--- config.mk ---
export PLATFORM = sky130hd
export DESIGN_NAME = alu_sched_flat
export DESIGN_NICKNAME = d
export VERILOG_FILES = /design/src/rtl/alu_sched_pkg.sv /design/src/rtl/alu_sched_if.sv /design/src/rtl/alu_sched_rr_arbiter.sv /design/src/rtl/alu_sched.sv /design/src/flat_wrapper.sv
export SDC_FILE = /design/constraint.sdc
export NUM_CORES = 1
export LEC_CHECK = 0
export CELL_PAD_IN_SITES_DETAIL_PLACEMENT = 1
export CELL_PAD_IN_SITES_GLOBAL_PLACEMENT = 2
export CORE_MARGIN = 4
export CORE_UTILIZATION = 32
export DETAILED_ROUTE_END_ITERATION = 8
export DONT_BUFFER_PORTS = 1
export PLACE_DENSITY = 0.78
export REMOVE_ABC_BUFFERS = 1
export SLEW_MARGIN = 20
export SYNTH_ARGS = -nofsm -noshare
export SYNTH_HDL_FRONTEND = slang
export SYNTH_HIERARCHICAL = 1
export SYNTH_SLANG_ARGS = --single-unit
--- constraint.sdc ---
create_clock -name clk -period 2.2 [get_ports clk]
set_clock_uncertainty 0.15 [all_clocks]
set_input_delay 0.22 -clock clk [delete_from_list [all_inputs] [get_ports clk]]
set_output_delay 0.22 -clock clk [all_outputs]
set_load 0.1 [all_outputs]
--- src/rtl/alu_sched_pkg.sv ---
// Shared types and constants for the ALU request scheduler.
package alu_sched_pkg;

  localparam int unsigned ALU_W             = 8;
  localparam int unsigned ALU_SCHED_MAX_REQ = 4;
  localparam int unsigned ALU_S_W           = 2;

  typedef enum logic [1:0] {
    IDLE = 2'd0,
    EXEC = 2'd1,
    RESP = 2'd2
  } alu_sched_state_t;

endpackage : alu_sched_pkg

--- src/rtl/alu_sched_if.sv ---
// Request/response bundle between the requesters, the consumer and alu_sched.
interface alu_sched_if
  import alu_sched_pkg::*;
#(
  parameter int unsigned W    = ALU_W,
  parameter int unsigned NREQ = 2,
  parameter int unsigned IDW  = 2
);

  logic [NREQ-1:0]         req_valid;
  logic [NREQ-1:0]         req_ready;
  logic [NREQ*W-1:0]       req_a;
  logic [NREQ*W-1:0]       req_b;
  logic [NREQ-1:0]         req_ctrl;
  logic [NREQ*ALU_S_W-1:0] req_s;

  logic                    rsp_valid;
  logic                    rsp_ready;
  logic [W-1:0]            rsp_y;
  logic [IDW-1:0]          rsp_id;

  modport master (
    output req_valid, req_a, req_b, req_ctrl, req_s, rsp_ready,
    input  req_ready, rsp_valid, rsp_y, rsp_id
  );

  modport slave (
    input  req_valid, req_a, req_b, req_ctrl, req_s, rsp_ready,
    output req_ready, rsp_valid, rsp_y, rsp_id
  );

endinterface : alu_sched_if

--- src/rtl/alu_sched_rr_arbiter.sv ---
// Combinational grant selection: round-robin from last_i+1 by default,
// lowest-index-wins when ALU_SCHED_FIXED_PRIO_EN is defined.
module rr_arbiter
  import alu_sched_pkg::*;
#(
  parameter int unsigned NREQ = 2,
  parameter int unsigned IDW  = 2
) (
  input  logic [NREQ-1:0] req_i,
  input  logic [IDW-1:0]  last_i,
  input  logic            en_i,
  output logic [NREQ-1:0] grant_c_o,
  output logic [IDW-1:0]  idx_c_o
);

  logic found_c;

  if ((NREQ < 2) || (NREQ > ALU_SCHED_MAX_REQ)) begin : g_bad_nreq
    $error("rr_arbiter: NREQ out of range");
  end

`ifdef ALU_SCHED_FIXED_PRIO_EN

  logic unused_last;
  assign unused_last = ^last_i;

  always_comb begin
    found_c = 1'b0;
    idx_c_o = '0;
    if (en_i) begin
      for (int unsigned i = 0; i < NREQ; i++) begin
        if (!found_c && req_i[i]) begin
          found_c = 1'b1;
          idx_c_o = IDW'(i);
        end
      end
    end
  end

`else

  int unsigned     cand_c;
  logic [NREQ-1:0] shifted_c;

  // Walk candidates last+1, last+2, ... wrapping, first requester found wins.
  always_comb begin
    found_c   = 1'b0;
    idx_c_o   = '0;
    cand_c    = 0;
    shifted_c = '0;
    if (en_i) begin
      for (int unsigned k = 1; k <= NREQ; k++) begin
        cand_c    = (32'(last_i) + k) % NREQ;
        shifted_c = req_i >> cand_c;
        if (!found_c && shifted_c[0]) begin
          found_c = 1'b1;
          idx_c_o = IDW'(cand_c);
        end
      end
    end
  end

`endif

  assign grant_c_o = found_c ? (NREQ'(1) << idx_c_o) : '0;

endmodule : rr_arbiter

--- src/rtl/alu_sched.sv ---
// Time-shares one combinational ALU among NREQ requesters (IDLE -> EXEC -> RESP).
// ALU_SCHED_FIXED_PRIO_EN selects fixed priority instead of round-robin.
module alu_sched
  import alu_sched_pkg::*;
#(
  parameter int unsigned W    = ALU_W,
  parameter int unsigned NREQ = 2,
  parameter int unsigned IDW  = 2
) (
  input  logic               clk,
  input  logic               rst,
  alu_sched_if.slave         bus,
  output logic [W-1:0]       alu_a,
  output logic [W-1:0]       alu_b,
  output logic               alu_ctrl,
  output logic [ALU_S_W-1:0] alu_s,
  input  logic [W-1:0]       alu_y,
  output logic               busy
);

  alu_sched_state_t state_q, state_d;

  logic [W-1:0]       a_q, a_d;
  logic [W-1:0]       b_q, b_d;
  logic               ctrl_q, ctrl_d;
  logic [ALU_S_W-1:0] s_q, s_d;
  logic [W-1:0]       y_q, y_d;
  logic [IDW-1:0]     id_q, id_d;
  logic               valid_q, valid_d;
  logic               busy_q, busy_d;

  logic [IDW-1:0]     last_c;
  logic [NREQ-1:0]    grant_c;
  logic [IDW-1:0]     grant_idx_c;
  logic               arb_en_c;
  logic [NREQ-1:0]    req_ready_c;

  logic [W-1:0]       mux_a_c;
  logic [W-1:0]       mux_b_c;
  logic               mux_ctrl_c;
  logic [ALU_S_W-1:0] mux_s_c;

  if ((IDW < 1) || ((1 << IDW) < NREQ)) begin : g_bad_idw
    $error("alu_sched: IDW too narrow for NREQ");
  end

`ifdef ALU_SCHED_FIXED_PRIO_EN
  assign last_c = '0;
`else
  logic [IDW-1:0] last_q, last_d;

  always_ff @(posedge clk or posedge rst) begin
    if (rst) begin
      last_q <= IDW'(NREQ - 1);
    end else begin
      last_q <= last_d;
    end
  end

  assign last_d = (state_q == IDLE && grant_c != '0) ? grant_idx_c : last_q;
  assign last_c = last_q;
`endif

  assign arb_en_c = (state_q == IDLE);

  rr_arbiter #(
    .NREQ (NREQ),
    .IDW  (IDW)
  ) u_arb (
    .req_i     (bus.req_valid),
    .last_i    (last_c),
    .en_i      (arb_en_c),
    .grant_c_o (grant_c),
    .idx_c_o   (grant_idx_c)
  );

  // One-hot mux of the winning requester's payload.
  always_comb begin
    mux_a_c    = '0;
    mux_b_c    = '0;
    mux_ctrl_c = 1'b0;
    mux_s_c    = '0;
    for (int unsigned i = 0; i < NREQ; i++) begin
      if (grant_c[i]) begin
        mux_a_c    = bus.req_a[i*W +: W];
        mux_b_c    = bus.req_b[i*W +: W];
        mux_ctrl_c = bus.req_ctrl[i];
        mux_s_c    = bus.req_s[i*ALU_S_W +: ALU_S_W];
      end
    end
  end

  always_ff @(posedge clk or posedge rst) begin
    if (rst) begin
      state_q <= IDLE;
      a_q     <= '0;
      b_q     <= '0;
      ctrl_q  <= 1'b0;
      s_q     <= '0;
      y_q     <= '0;
      id_q    <= '0;
      valid_q <= 1'b0;
      busy_q  <= 1'b0;
    end else begin
      state_q <= state_d;
      a_q     <= a_d;
      b_q     <= b_d;
      ctrl_q  <= ctrl_d;
      s_q     <= s_d;
      y_q     <= y_d;
      id_q    <= id_d;
      valid_q <= valid_d;
      busy_q  <= busy_d;
    end
  end

  // Operand registers keep their last value between operations.
  always_comb begin
    state_d     = state_q;
    a_d         = a_q;
    b_d         = b_q;
    ctrl_d      = ctrl_q;
    s_d         = s_q;
    y_d         = y_q;
    id_d        = id_q;
    req_ready_c = '0;

    case (state_q)
      IDLE: begin
        if (grant_c != '0) begin
          req_ready_c = grant_c;
          a_d         = mux_a_c;
          b_d         = mux_b_c;
          ctrl_d      = mux_ctrl_c;
          s_d         = mux_s_c;
          id_d        = grant_idx_c;
          state_d     = EXEC;
        end
      end
      EXEC: begin
        y_d     = alu_y;
        state_d = RESP;
      end
      RESP: begin
        if (bus.rsp_ready) begin
          state_d = IDLE;
        end
      end
      default: begin
        state_d = IDLE;
      end
    endcase

    valid_d = (state_d == RESP);
    busy_d  = (state_d != IDLE);
  end

  assign bus.req_ready = req_ready_c;
  assign bus.rsp_valid = valid_q;
  assign bus.rsp_y     = y_q;
  assign bus.rsp_id    = id_q;

  assign alu_a    = a_q;
  assign alu_b    = b_q;
  assign alu_ctrl = ctrl_q;
  assign alu_s    = s_q;
  assign busy     = busy_q;

endmodule : alu_sched
--- src/flat_wrapper.sv ---
// flat-port wrapper written by rule: the top's interface ports become plain ports
module alu_sched_flat import alu_sched_pkg::*;
#(
  parameter int unsigned W    = ALU_W,
  parameter int unsigned NREQ = 2,
  parameter int unsigned IDW  = 2
)
  (clk, rst, alu_a, alu_b, alu_ctrl, alu_s, alu_y, busy, bus_req_valid, bus_req_a, bus_req_b, bus_req_ctrl, bus_req_s, bus_rsp_ready, bus_req_ready, bus_rsp_valid, bus_rsp_y, bus_rsp_id);
  alu_sched_if #(.W(W), .NREQ(NREQ), .IDW(IDW)) bus_i ();
  input  logic clk;
  input  logic rst;
  output logic [W-1:0] alu_a;
  output logic [W-1:0] alu_b;
  output logic alu_ctrl;
  output logic [ALU_S_W-1:0] alu_s;
  input  logic [W-1:0] alu_y;
  output logic busy;
  input wire logic [$bits(bus_i.req_valid)-1:0] bus_req_valid;
  input wire logic [$bits(bus_i.req_a)-1:0] bus_req_a;
  input wire logic [$bits(bus_i.req_b)-1:0] bus_req_b;
  input wire logic [$bits(bus_i.req_ctrl)-1:0] bus_req_ctrl;
  input wire logic [$bits(bus_i.req_s)-1:0] bus_req_s;
  input wire logic [$bits(bus_i.rsp_ready)-1:0] bus_rsp_ready;
  output wire logic [$bits(bus_i.req_ready)-1:0] bus_req_ready;
  output wire logic [$bits(bus_i.rsp_valid)-1:0] bus_rsp_valid;
  output wire logic [$bits(bus_i.rsp_y)-1:0] bus_rsp_y;
  output wire logic [$bits(bus_i.rsp_id)-1:0] bus_rsp_id;
  assign bus_i.req_valid = bus_req_valid;
  assign bus_i.req_a = bus_req_a;
  assign bus_i.req_b = bus_req_b;
  assign bus_i.req_ctrl = bus_req_ctrl;
  assign bus_i.req_s = bus_req_s;
  assign bus_i.rsp_ready = bus_rsp_ready;
  assign bus_req_ready = bus_i.req_ready;
  assign bus_rsp_valid = bus_i.rsp_valid;
  assign bus_rsp_y = bus_i.rsp_y;
  assign bus_rsp_id = bus_i.rsp_id;
  alu_sched #(.W(W), .NREQ(NREQ), .IDW(IDW)) u_core (.clk(clk), .rst(rst), .bus(bus_i), .alu_a(alu_a), .alu_b(alu_b), .alu_ctrl(alu_ctrl), .alu_s(alu_s), .alu_y(alu_y), .busy(busy));
endmodule
Yosys cells after proc, flatten, opt, wreduce, memory -nomap -nowiden. Cells that the tools add are included.

Input port bits: 51. Flip-flop bits (word level): 34.

$add $sub $neg: 2. Muxes and demuxes: 21. Shift operators: 3. Eq/ne operators: 3. Reductions and logical operators: 7.

Operators by type and width (count): $mux W8 (4); $mux W2 (9); $mux W1 (7); $pmux W2 S3 (1); $eq A2 B2 Y1 const B (2); $reduce_bool A2 Y1 (2); $shr A2 B1 Y1 (2); $add A1 B1 Y1 const B (2); $eq A2 B1 Y1 const B (1); $logic_and A1 B1 Y1 (2); $logic_not A2 Y1 (1); $reduce_and A2 Y1 (1); $shl A1 B2 Y2 const A (1); $logic_not A1 Y1 (1).

Depth between registers and ports, before layout. Gate-level depths: netlist of the first run.

Depth in word-level cells: 14. Depth in mapped cells: 10. Mapped depth without buffers: 7.

By module. Netlist of the first run, hierarchy kept.

Modules (own cells, without submodules): alu_sched (area each 1546.5 µm², instances 1, cells an instance 130); rr_arbiter (area each 37.5 µm², instances 1, cells an instance 8).

Worst setup path after synthesis of the first run. OpenSTA, ideal clock, no wires.

Path type: flip-flop to output port. Start: register u_core.state_q[0]. End: output port bus_req_ready[0]. Required time: 1830 ps. Arrival time: 2478 ps. Path slack: -648 ps. Cell stages (with the launch flop): 9. Cells stage by stage: dfrtp_1 or2_1 inv_2 buf_4 nand2_1 a21oi_1 buf_2 buf_2 and2_1.

Longest elaborated chain between the ends: 7. Elaborated cells between the ends (all ways): 8. Those cells by class: shift (1); mux (5); reduce/logical (2).

Ends and longest elaborated chain: start, declared (line alu_sched.sv:21) `alu_sched_state_t state_q, state_d;`; start signal, assigned (line alu_sched.sv:105) `state_q <= state_d;`; $logic_not A2 Y1 (*) (line alu_sched.sv:64) `assign arb_en_c = (state_q == IDLE);`; named net u_core.arb_en_c (line alu_sched.sv:35) `logic arb_en_c;`; $mux W2 (line alu_sched_rr_arbiter.sv:51) `if (en_i) begin`; $shl A1 B2 Y2 (line alu_sched_rr_arbiter.sv:65) `assign grant_c_o = found_c ? (NREQ'(1) << idx_c_o) : '0;`; $mux W2 (*) (line alu_sched_rr_arbiter.sv:65); named net u_core.grant_c[0] (line alu_sched.sv:33) `logic [NREQ-1:0] grant_c;`; $reduce_bool A2 Y1 (line alu_sched.sv:130) `if (grant_c != '0) begin`; $mux W2 (*) (line alu_sched.sv:130); $mux W2 (*) (line alu_sched.sv:128) `case (state_q)`; end, declared (line flat_wrapper.sv:24) `output wire logic [$bits(bus_i.req_ready)-1:0] bus_req_ready;`.

Mark *: on every way through the listed nets, which the timed path passes. The rest lies on a longest branch.

Worst setup path after layout of the first run.
Start: register u_core.state_q[0]. End: output port bus_req_ready[0].

Longest elaborated chain between the ends: 7. Elaborated cells between the ends (all ways): 8. Those cells by class: shift (1); mux (5); reduce/logical (2).

Ends and longest elaborated chain (line): $logic_not A2 Y1 (*) (alu_sched.sv:64); $mux W2 (alu_sched_rr_arbiter.sv:51); $shl A1 B2 Y2 (alu_sched_rr_arbiter.sv:65); $mux W2 (*) (alu_sched_rr_arbiter.sv:65); named net u_core.grant_c[0] (alu_sched.sv:33); $reduce_bool A2 Y1 (alu_sched.sv:130); $mux W2 (*) (alu_sched.sv:130); $mux W2 (*) (alu_sched.sv:128).

Marks and branches as above.

==> results.md, run 1 <==
* Clk sinks at 34
* Max_cap viols at 0
* Post-synthesis cell count at 138
* Xor and xnor fraction of the mapped netlist area at 0%
* Setup TNS at 0 ns
* Final Setup Violations at 0
* Reg2reg setup slack at 0.24 ns
* Area leader, netlist: dfrtp_1
* Row cnt at 25
* DRT iter0 DRCs at 29
* Adder-cell share of the synthesized area at 0%
* Main combinational cell family by area after synthesis: compound AO/OA/AOI/OAI gates
* Ant diodes at 0
* End of the worst hold path: u_core/alu_a[0]
* DRC Markers at 0
* Fin crit share at 96.24%
* Synth Area in Compound Gates at 22.75%
* Post-Synth Simple-Gate Area at 8.847%
* Cell variety after synth at 26
* Num CTS Buffers at 5
* Die Y at 78.36 um
* DP HPWL at 3.434 mm
* Setup ws final at 0.08267 ns
* Core area at 4755 um2
* GPL Wtd Cong at 0.6848
* First-pass GRT wire length at 8.217 mm
* Top area cells in the synthesized netlist: dfrtp_1, a22oi_1, mux2_2, nor2b_1, o2bb2ai_1
* Die area at 6140 um2
* Sequential area share after synthesis at 53.79%
* Hold path cells at 2
* Initial Util at 33.32%
* Ports at 84
* CTS tree: yes
* Initial antenna violation count at 0
* Warnings from Yosys at 6
* Worst EP arrival at 1.75 ns
* Worst setup SP type: register
* Vias in the first global route at 1665
* Worst path max stage delay at 0.38 ns
* Clk_lat worst skew at 0.28 ns
* Crit path time final at 2.117 ns
* Critical path class: reg -> out
* Status: completed
* Yosys top cell area share at 52.13%
* DIE WIDTH at 78.36 um
* Overflow after GRT at 0
* Final max-slew violation count at 0
* Layout area overhead at 55.77%
* Buffers on Ports at 0
* Reg2reg path depth at 9
* Worst EP required at 1.83 ns
* FF+latch count, synth at 34
* Hold/Removal Path Class: in -> reg
* Worst-case clock buffer depth at 2
* Routed vias at 1414
* DR vias/cell at 5.050
* DR WL/cell at 18.39 um
* Max Freq at 0.4723 GHz
* Antenna viol nets, final at 0
* Reg-to-reg endpoint: u_core/bus.rsp_id[0]
* CP endpoint kind: output port
* Synthesized cell area at 1584 um2
* Placement Setup Slack at 0.2445 ns
* Final nets at 263
* Slowest cell on the critical path: dfrtp_1
* Hold Startpoint: bus_req_a[0]
* CTS H-tree depth at 2
* Worst-path clk slew at 0.07 ns
* Unrepaired setup endpoints after global routing: no
* Crit path max fanout at 4
* Crit-path cells: or2_1 -> inv_2 -> buf_4 -> nand2_1 -> a21oi_4 -> buf_6 -> and2_4 -> buf_12
* Final WL at 5.149 mm
* Total track usage at 17.13%
* Final Hold Viols at 0
* Multiplexer area fraction after synthesis at 7.820%
* Root buffer cell: clkbuf_8
* Util after Layout at 51.89%
* Largest net degree at the start of global routing at 35
* Pre-Repair DR Iteration Count at 5
* Reg2reg start: u_core/state_q[0]
* Layout cell share with drive strength beyond 1 at 39.44%
* Syn_area_per_cell at 11.48 um2
critical path, delay by kind of cell (launching register included):
family	cells	cell delay (ns)
AOI/OAI and AO/OA	1	0.15
DFF	1	0.38
buffers and inverters	4	0.45
and+or+nand+nor	3	0.47
state kept, by name, indices dropped and copies added (netlist names):
name and flops:
u_core/alu_a 8, u_core/alu_b 8, u_core/alu_ctrl 1, u_core/alu_s 2, u_core/bus.rsp_id 1, u_core/bus.rsp_valid 1
u_core/bus.rsp_y 8, u_core/busy 1, u_core/last_c 2, u_core/state_q 2
placed cells by master (no fill, tap or decap), types with 2 or more instances in the layout:
cell           synthesis  final
buf_4                  5     51
bufinv_16              0      2
a21oi_4                0      2
nand2_1                2      2
or2_2                  2      2
o21ai_0                7      7
clkbuf_8               0      5
o2bb2ai_1              8      8
inv_1                  3      3
a22oi_1               19     19
mux2_2                11     11
dlygate4sd3_1          0     24
a31oi_1               11     11
buf_12                 0      3
nor2b_1               13     13
dfrtp_1               33     33
o21ai_1                4      4
how the worst max path moves through the flow:
stage                             to  slack (ns)         startpoint  cells past startpoint
detailed placement  bus_req_ready[0]        0.24  u_core/state_q[0]                      8
floorplan            u_core/alu_b[0]       -1.88  u_core/state_q[0]                      7
global placement    bus_req_ready[0]        0.34  u_core/state_q[0]                      8
CTS                 bus_req_ready[0]       0.008  u_core/state_q[0]                      8
global route        bus_req_ready[1]        0.01  u_core/state_q[0]                      6
finish              bus_req_ready[0]        0.08  u_core/state_q[0]                      8
stage by stage:
step,instance area [um2],hold slack [ns],cells
floorplan,1495,0.2091,125
global placement,2021,0.07184,244
detailed placement,2021,0.09018,244
CTS,2414,0.003069,277
global route,2467,0.01323,280
finish,2467,0.005093,280
what timing repair did:
item	4_1_cts	5_1_grt
setup endpoints to repair	1	2
setup buffers	1	2
gates cloned	0	1
endpoints found under the hold margin	55	0
hold buffers	24	0
gates resized for setup	1	3
Yosys cell counts (all sizes together):
cell type / number
buf: 11
conb: 1
o21ai: 12
o2bb2ai: 8
dfstp: 1
nand2: 2
and2: 1
nand2b: 1
a21oi: 3
a31oi: 11
inv: 4
or2: 3
nor2b: 13
nor3b: 2
mux2: 11
a22oi: 19
clkbuf: 2
dfrtp: 33
cell type report:
cell class                      instances  area (um2)
Clock buffer                            5       68.82
Multi-Input combinational cell         87       659.4
Clock inverter                          3       68.82
Sequential cell                        34       852.1
Timing Repair Buffer                   80       719.4
Fill cell                             522        2287
Tap cell                               67       83.83
Inverter                                4       15.01
metal layers:
layer	vias up	GRT usage [%]	part of all wire [%]
met5	-	0	0
met4	0	5.769	1.7
met3	12	6.537	8.9
met2	69	32.11	54
met1	681	17.22	36
li1	652	-	-
logic make-up (layout without fill, tap and decap cells):
family                 after synthesis  in the layout
AO/OA/AOI/OAI                       53             53
flip-flops                          34             34
AND/OR/NAND/NOR                     22             22
buffers and inverters               17             92
multiplexers                        11             11
other                                1              1
Power of run 1 is left out: the tool's default activity adds up to more than one toggle a clock period on the data nets, which glitch-free logic cannot reach.
==> run 2, diff against run 1 <==
--- a/config.mk
+++ b/config.mk
@@ -5,6 +5,7 @@
 export SDC_FILE = /design/constraint.sdc
 export NUM_CORES = 1
 export LEC_CHECK = 0
+export CAP_MARGIN = 30
 export CELL_PAD_IN_SITES_DETAIL_PLACEMENT = 1
 export CELL_PAD_IN_SITES_GLOBAL_PLACEMENT = 2
 export CORE_MARGIN = 4
==> results of run 2 <==
No change in the layout: final DEF, timing and power equal those of run 1.
Power of run 2 is left out for the same reason.
